[config.mk]
export PLATFORM = sky130hd
export DESIGN_NAME = i2c_sda_return
export DESIGN_NICKNAME = d
export VERILOG_FILES = /design/src/rtl/i2c_sda_return.sv
export SDC_FILE = /design/constraint.sdc
export NUM_CORES = 1
export LEC_CHECK = 0
export ABC_AREA = 1
export BUFFER_PORTS_ARGS = -buffer_cell sky130_fd_sc_hd__buf_2
export CORE_MARGIN = 2
export CORE_UTILIZATION = 55
export CTS_BUF_LIST = sky130_fd_sc_hd__clkbuf_4
export CTS_CLUSTER_SIZE = 28
export DETAILED_ROUTE_END_ITERATION = 10
export HOLD_SLACK_MARGIN = 0.03
export PLACE_DENSITY_LB_ADDON = 0.2
export SLEW_MARGIN = 20
export SYNTH_ARGS = -nofsm -noshare
export SYNTH_HDL_FRONTEND = slang
export SYNTH_SLANG_ARGS = --single-unit
[constraint.sdc]
create_clock -name clk -period 3.3 [get_ports clk]
set_clock_uncertainty 0.15 [all_clocks]
set_input_delay 0.165 -clock clk [delete_from_list [all_inputs] [get_ports clk]]
set_output_delay 0.165 -clock clk [all_outputs]
set_load 0.02 [all_outputs]
[src/rtl/i2c_sda_return.sv]
// Return-path SDA tracker for the I2C fan-out extender: decodes upstream traffic, decides who owns SDA
// and drives the wired-AND of the enabled downstream lines upstream. Define I2C_RET_TIMEOUT_EN for the stall abort.
module i2c_sda_return #(
    parameter int NCH            = 8,
    parameter int SYNC_STAGES    = 2,
    parameter int TIMEOUT_CYCLES = 65535
) (
    input  logic           clk,
    input  logic           rst,
    input  logic           scl_in,
    input  logic           sda_in,
    input  logic [NCH-1:0] sda_ret_in,
    input  logic [NCH-1:0] ch_en,
    output logic           sda_up_oe,
    output logic           dir_up,
    output logic           busy,
    output logic           timeout
);
    localparam int SS = (SYNC_STAGES < 2) ? 2 : SYNC_STAGES;

    typedef enum logic [2:0] {
        IDLE, ADDR, ADDR_ACK, WR_DATA, WR_ACK, RD_DATA, RD_ACK, HOLD
    } state_t;

    logic [SS-1:0]           scl_sync_q, sda_sync_q;
    logic [SS-1:0][NCH-1:0]  ret_sync_q;
    logic                    scl_prev_q, sda_prev_q;
    logic                    scl_s, sda_s, merged;
    logic                    scl_rise, scl_fall, start_det, stop_det;
    state_t                  state_q, state_d;
    logic [3:0]              bit_cnt_q, bit_cnt_d;
    logic                    rw_q, rw_d, ack_q, ack_d;
    logic                    dir_d, sda_up_oe_q, timeout_q;

    always_ff @(posedge clk) begin
        if (rst) begin
            scl_sync_q <= '1;
            sda_sync_q <= '1;
            ret_sync_q <= '1;
            scl_prev_q <= 1'b1;
            sda_prev_q <= 1'b1;
        end else begin
            scl_sync_q <= {scl_sync_q[SS-2:0], scl_in};
            sda_sync_q <= {sda_sync_q[SS-2:0], sda_in};
            ret_sync_q <= {ret_sync_q[SS-2:0], sda_ret_in};
            scl_prev_q <= scl_s;
            sda_prev_q <= sda_s;
        end
    end

    assign scl_s  = scl_sync_q[SS-1];
    assign sda_s  = sda_sync_q[SS-1];
    // A disabled channel reads as released, so an empty mask merges to 1 (NACK).
    assign merged = &(ret_sync_q[SS-1] | ~ch_en);

    assign scl_rise  = scl_s & ~scl_prev_q;
    assign scl_fall  = ~scl_s & scl_prev_q;
    assign start_det = scl_s & sda_prev_q & ~sda_s & ~dir_up;
    assign stop_det  = scl_s & ~sda_prev_q & sda_s & ~dir_up;

    assign dir_up    = (state_q == ADDR_ACK) || (state_q == WR_ACK) || (state_q == RD_DATA);
    assign busy      = (state_q != IDLE);
    assign sda_up_oe = sda_up_oe_q;
    assign timeout   = timeout_q;

    always_comb begin
        state_d   = state_q;
        bit_cnt_d = bit_cnt_q;
        rw_d      = rw_q;
        ack_d     = ack_q;
        if (scl_rise) begin
            case (state_q)
                ADDR, WR_DATA, RD_DATA: begin
                    if (bit_cnt_q < 4'd8) bit_cnt_d = bit_cnt_q + 4'd1;
                    if (state_q == ADDR && bit_cnt_q == 4'd7) rw_d = sda_s;
                end
                ADDR_ACK, WR_ACK: ack_d = ~merged;
                RD_ACK:           ack_d = ~sda_s;
                default: ;
            endcase
        end
        if (scl_fall) begin
            case (state_q)
                ADDR:     if (bit_cnt_q == 4'd8) state_d = ADDR_ACK;
                ADDR_ACK: state_d = !ack_q ? HOLD : (rw_q ? RD_DATA : WR_DATA);
                WR_DATA:  if (bit_cnt_q == 4'd8) state_d = WR_ACK;
                WR_ACK:   state_d = ack_q ? WR_DATA : HOLD;
                RD_DATA:  if (bit_cnt_q == 4'd8) state_d = RD_ACK;
                RD_ACK:   state_d = ack_q ? RD_DATA : HOLD;
                default: ;
            endcase
        end
        if (state_d != state_q) bit_cnt_d = '0;
        // START/STOP override any concurrent SCL-edge decision; a stall abort overrides everything.
        if (start_det) begin
            state_d   = ADDR;
            bit_cnt_d = '0;
        end else if (stop_det) begin
            state_d   = IDLE;
            bit_cnt_d = '0;
        end
        if (timeout_q) begin
            state_d   = IDLE;
            bit_cnt_d = '0;
        end
        dir_d = (state_d == ADDR_ACK) || (state_d == WR_ACK) || (state_d == RD_DATA);
    end

    always_ff @(posedge clk) begin
        if (rst) begin
            state_q     <= IDLE;
            bit_cnt_q   <= '0;
            rw_q        <= 1'b0;
            ack_q       <= 1'b0;
            sda_up_oe_q <= 1'b0;
        end else begin
            state_q     <= state_d;
            bit_cnt_q   <= bit_cnt_d;
            rw_q        <= rw_d;
            ack_q       <= ack_d;
            sda_up_oe_q <= dir_d & ~merged;
        end
    end

`ifdef I2C_RET_TIMEOUT_EN
    logic [15:0] to_cnt_q, to_cnt_d;
    logic        timeout_d;

    always_comb begin
        to_cnt_d  = '0;
        timeout_d = 1'b0;
        if (busy && !scl_rise && !scl_fall && !timeout_q) begin
            to_cnt_d  = to_cnt_q + 16'd1;
            timeout_d = (to_cnt_q == 16'(TIMEOUT_CYCLES - 1));
        end
    end

    always_ff @(posedge clk) begin
        if (rst) begin
            to_cnt_q  <= '0;
            timeout_q <= 1'b0;
        end else begin
            to_cnt_q  <= to_cnt_d;
            timeout_q <= timeout_d;
        end
    end
`else
    // Without the abort the stall limit has no effect; this folds to constant 0.
    assign timeout_q = (TIMEOUT_CYCLES < 0);
`endif

endmodule

==> qor.yml <==
slew_violations: 0
irDropWorstVdd_mv: 0.346
clock_latency_ns: 0.32
pwr-share-comb_pct: 9.5
yosysSeqAreaShare_pct: 46.1
drtAntennaViolNets: 0
yosys_register_bits: 32
cp_max_fo: 9
clockRootBuffer: "clkbuf_4"
finalWirelength_mm: 2.56
synth.distinct_cells: 26
nFillCells: 194
met2_usage_pct: 36.3
ff_latch_area_um2: 641
total_power_uw: 671
grt_pass1_wl_mm: 4.10
drc_errors: 0
seqPwrFrac_pct: 60.2
critical_path_arrival_ns: 1.38
vias: 1210
setup_viol: 0
drv_cap: 0
clkPwrFrac_pct: 30.3
worst_setup_path_start_kind: "flip-flop"
status: "completed"
track_usage_pct: 19.9
min_path_type: "in -> reg"
cp.required_ns: 2.98
fp.dieH_um: 54.3
avgViaCountPerCell: 4.88
yosysWarnings: 0
grt_pass1_vias: 1081
grt_util_met3_pct: 7.65
drtIter0Drc: 21
rows: 18
cellLeakagePower_uw: 0.000794
synth-main-ff-cell: "dfxtp_1"
antenna_found_initial: 0
switching_share_pct: 24.1
use_met1_pct: 19.3
reg2reg_slack_ns: 1.64
period_share_pct: 51.3
place_congestion: 0.808
grt-ovfl-total: 0
layout.nets: 239
path_clk_slew_ns: 0.09
ios: 24
p_sw_uw: 162
cts-htree-levels: 2
r2r_end: "bit_cnt_q[3]$_SDFFE_PP0P_"
cts_resized: 0
syn-cell-area_um2: 1390
routedWlPerCell_um: 10.3
initial_core_util_pct: 57.1
internal_power_uw: 510
diodes: 0
hold_viol: 0
syn_inst: 182
grt_max_degree: 25
io_buffers: 22
avgSynthCellArea_um2: 7.63
core_um2: 2430
dr.pass1.iters: 4
criticalPathCategory: "reg -> out"
cts_tree: "built"
syn2layout_area_growth_pct: 19.6
chipWidth_um: 54.3
crit_path_end_kind: "output port"
holdPathEnd: "state_q[0]$_SDFF_PP0_"
cts.path.max_buffers: 2
synth_edf_count: 0
multi_input_area_um2: 608
die-area_um2: 2940
r2r_cells: 7
busiest_layer: "met2"
setup_tns_ns: 0
timing.rr.start: "state_q[1]$_SDFF_PP0_"
hp-start: "rst"
drive_gt1_share_pct: 29.4
cts_buffers: 5
fmax_ghz: 0.591
power_density_nw_per_um2: 404
post-cts-setup-buffers: 0
synth.net_count: 204
period_needed_ns: 1.69
rsz0062_at_grt: "false"
clock-sinks: 32
holdPathStages: 2
async_flop_share_pct: 0
dpl.hpwl_mm: 1.87
cts-hold-fix-buffers: 10
critical path, cell delays in order (launching register included):
cell and delay [ns]:
dfxtp_1 0.52, inv_2 0.11, nand3_2 0.12, nand3_2 0.12, buf_2 0.18
cell type report:
type                    instances  area share, %
repair buffers                 32           12.7
clock buffers                   5           2.26
flip-flops and latches         32           38.6
clock inverters                 3          0.828
inverters                      30           6.85
well taps                      30           2.26
multi-input cells             116           36.6
metrics by stage:
| stage | util, % | std cells | worst slack [ns] | hold WS [ns] | instance area [µm²] |
|---|---|---|---|---|---|
| 3_5_place_dp | 62.1 | 230 | 1.66 | 0.199 | 1510 |
| 2_1_floorplan | - | 182 | 1.81 | 0.119 | 1390 |
| 3_3_place_gp | 62.1 | 230 | 1.73 | 0.197 | 1510 |
| 5_1_grt | 68.3 | 248 | 1.45 | 0.0869 | 1660 |
| 6_report | 68.3 | 248 | 1.61 | 0.0793 | 1660 |
| 4_1_cts | 68.3 | 248 | 1.61 | 0.0681 | 1660 |
metal layers:
| layer | part of all wire, % | vias up |
|---|---|---|
| met4 | 2.0 | 0 |
| met5 | 0 | - |
| met1 | 43 | 535 |
| li1 | - | 633 |
| met3 | 5.6 | 6 |
| met2 | 49 | 36 |
worst max-delay path by stage:
| stage | endpoint | cells past startpoint | startpoint |
|---|---|---|---|
| 3_3_place_gp | sda_up_oe$_SDFF_PP0_ | 9 | state_q[0]$_SDFF_PP0_ |
| 2_1_floorplan | sda_up_oe$_SDFF_PP0_ | 11 | state_q[0]$_SDFF_PP0_ |
| 4_1_cts | dir_up | 4 | state_q[0]$_SDFF_PP0_ |
| 3_5_place_dp | sda_up_oe$_SDFF_PP0_ | 13 | bit_cnt_q[0]$_SDFFE_PP0P_ |
| 6_report | dir_up | 4 | state_q[0]$_SDFF_PP0_ |
| 5_1_grt | sda_up_oe$_SDFF_PP0_ | 12 | bit_cnt_q[0]$_SDFFE_PP0P_ |
power groups by stage:
stage / clock [µW] / combinational, µW / sequential [µW]
floorplan: 0 / 40.5 / 411
global placement: 0 / 53.2 / 413
detailed placement: 0 / 54.7 / 413
CTS: 210 / 63.7 / 404
global route: 235 / 71.7 / 406
finish: 203 / 64.0 / 404
registers in the layout, indices dropped and copies added (netlist names):
name,cells
scl_prev_q,1
rw_q,1
ack_q,1
sda_sync_q,2
sda_up_oe,1
sda_prev_q,1
scl_sync_q,2
state_q,3
ret_sync_q,16
bit_cnt_q,4
cell usage in the layout, fill, tap and decap left out, drive strengths merged:
| master | count |
|---|---|
| or2 | 20 |
| dfxtp | 32 |
| clkbuf | 5 |
| nand4 | 4 |
| o21ai | 2 |
| a211oi | 1 |
| a21oi | 7 |
| o211ai | 1 |
| ha | 2 |
| dlygate4sd3 | 10 |
| nand2 | 39 |
| nor2 | 18 |
| o22ai | 4 |
| nor3 | 2 |
| nand3 | 13 |
| clkinv | 4 |
| inv | 29 |
| a31oi | 1 |
| xor2 | 1 |
| buf | 22 |
| conb | 1 |
kinds of logic (layout without fill, tap and decap cells):
kind of cell	after synthesis	after routing	synth area share [%]
AND/OR/NAND/NOR	96	96	33.6
flip-flops	32	32	46.1
XOR/XNOR	1	1	0.631
buffers and inverters	34	70	10.1
adder cells (fa/ha/maj)	2	2	1.80
other	1	1	0.270
AO/OA/AOI/OAI	16	16	7.48
synth_stat cells, types with 2 or more instances:
cell type / n / share of area [%]
inv_1: 27 / 7.3
dfxtp_1: 32 / 46
nor2_2: 3 / 1.4
nor2_1: 15 / 4.1
ha_1: 2 / 1.8
o21ai_0: 2 / 0.72
clkbuf_1: 2 / 0.54
nand4_1: 4 / 1.8
nand2_1: 35 / 9.5
o22ai_1: 4 / 1.8
nand3_1: 11 / 4.0
nor3_1: 2 / 0.72
nand2_2: 4 / 1.8
inv_2: 2 / 0.54
nand3_2: 2 / 1.4
a21oi_1: 5 / 1.8
or2_2: 20 / 9.0
a21oi_2: 2 / 1.3
No activity file was read; power rests on OpenSTA's default activity.
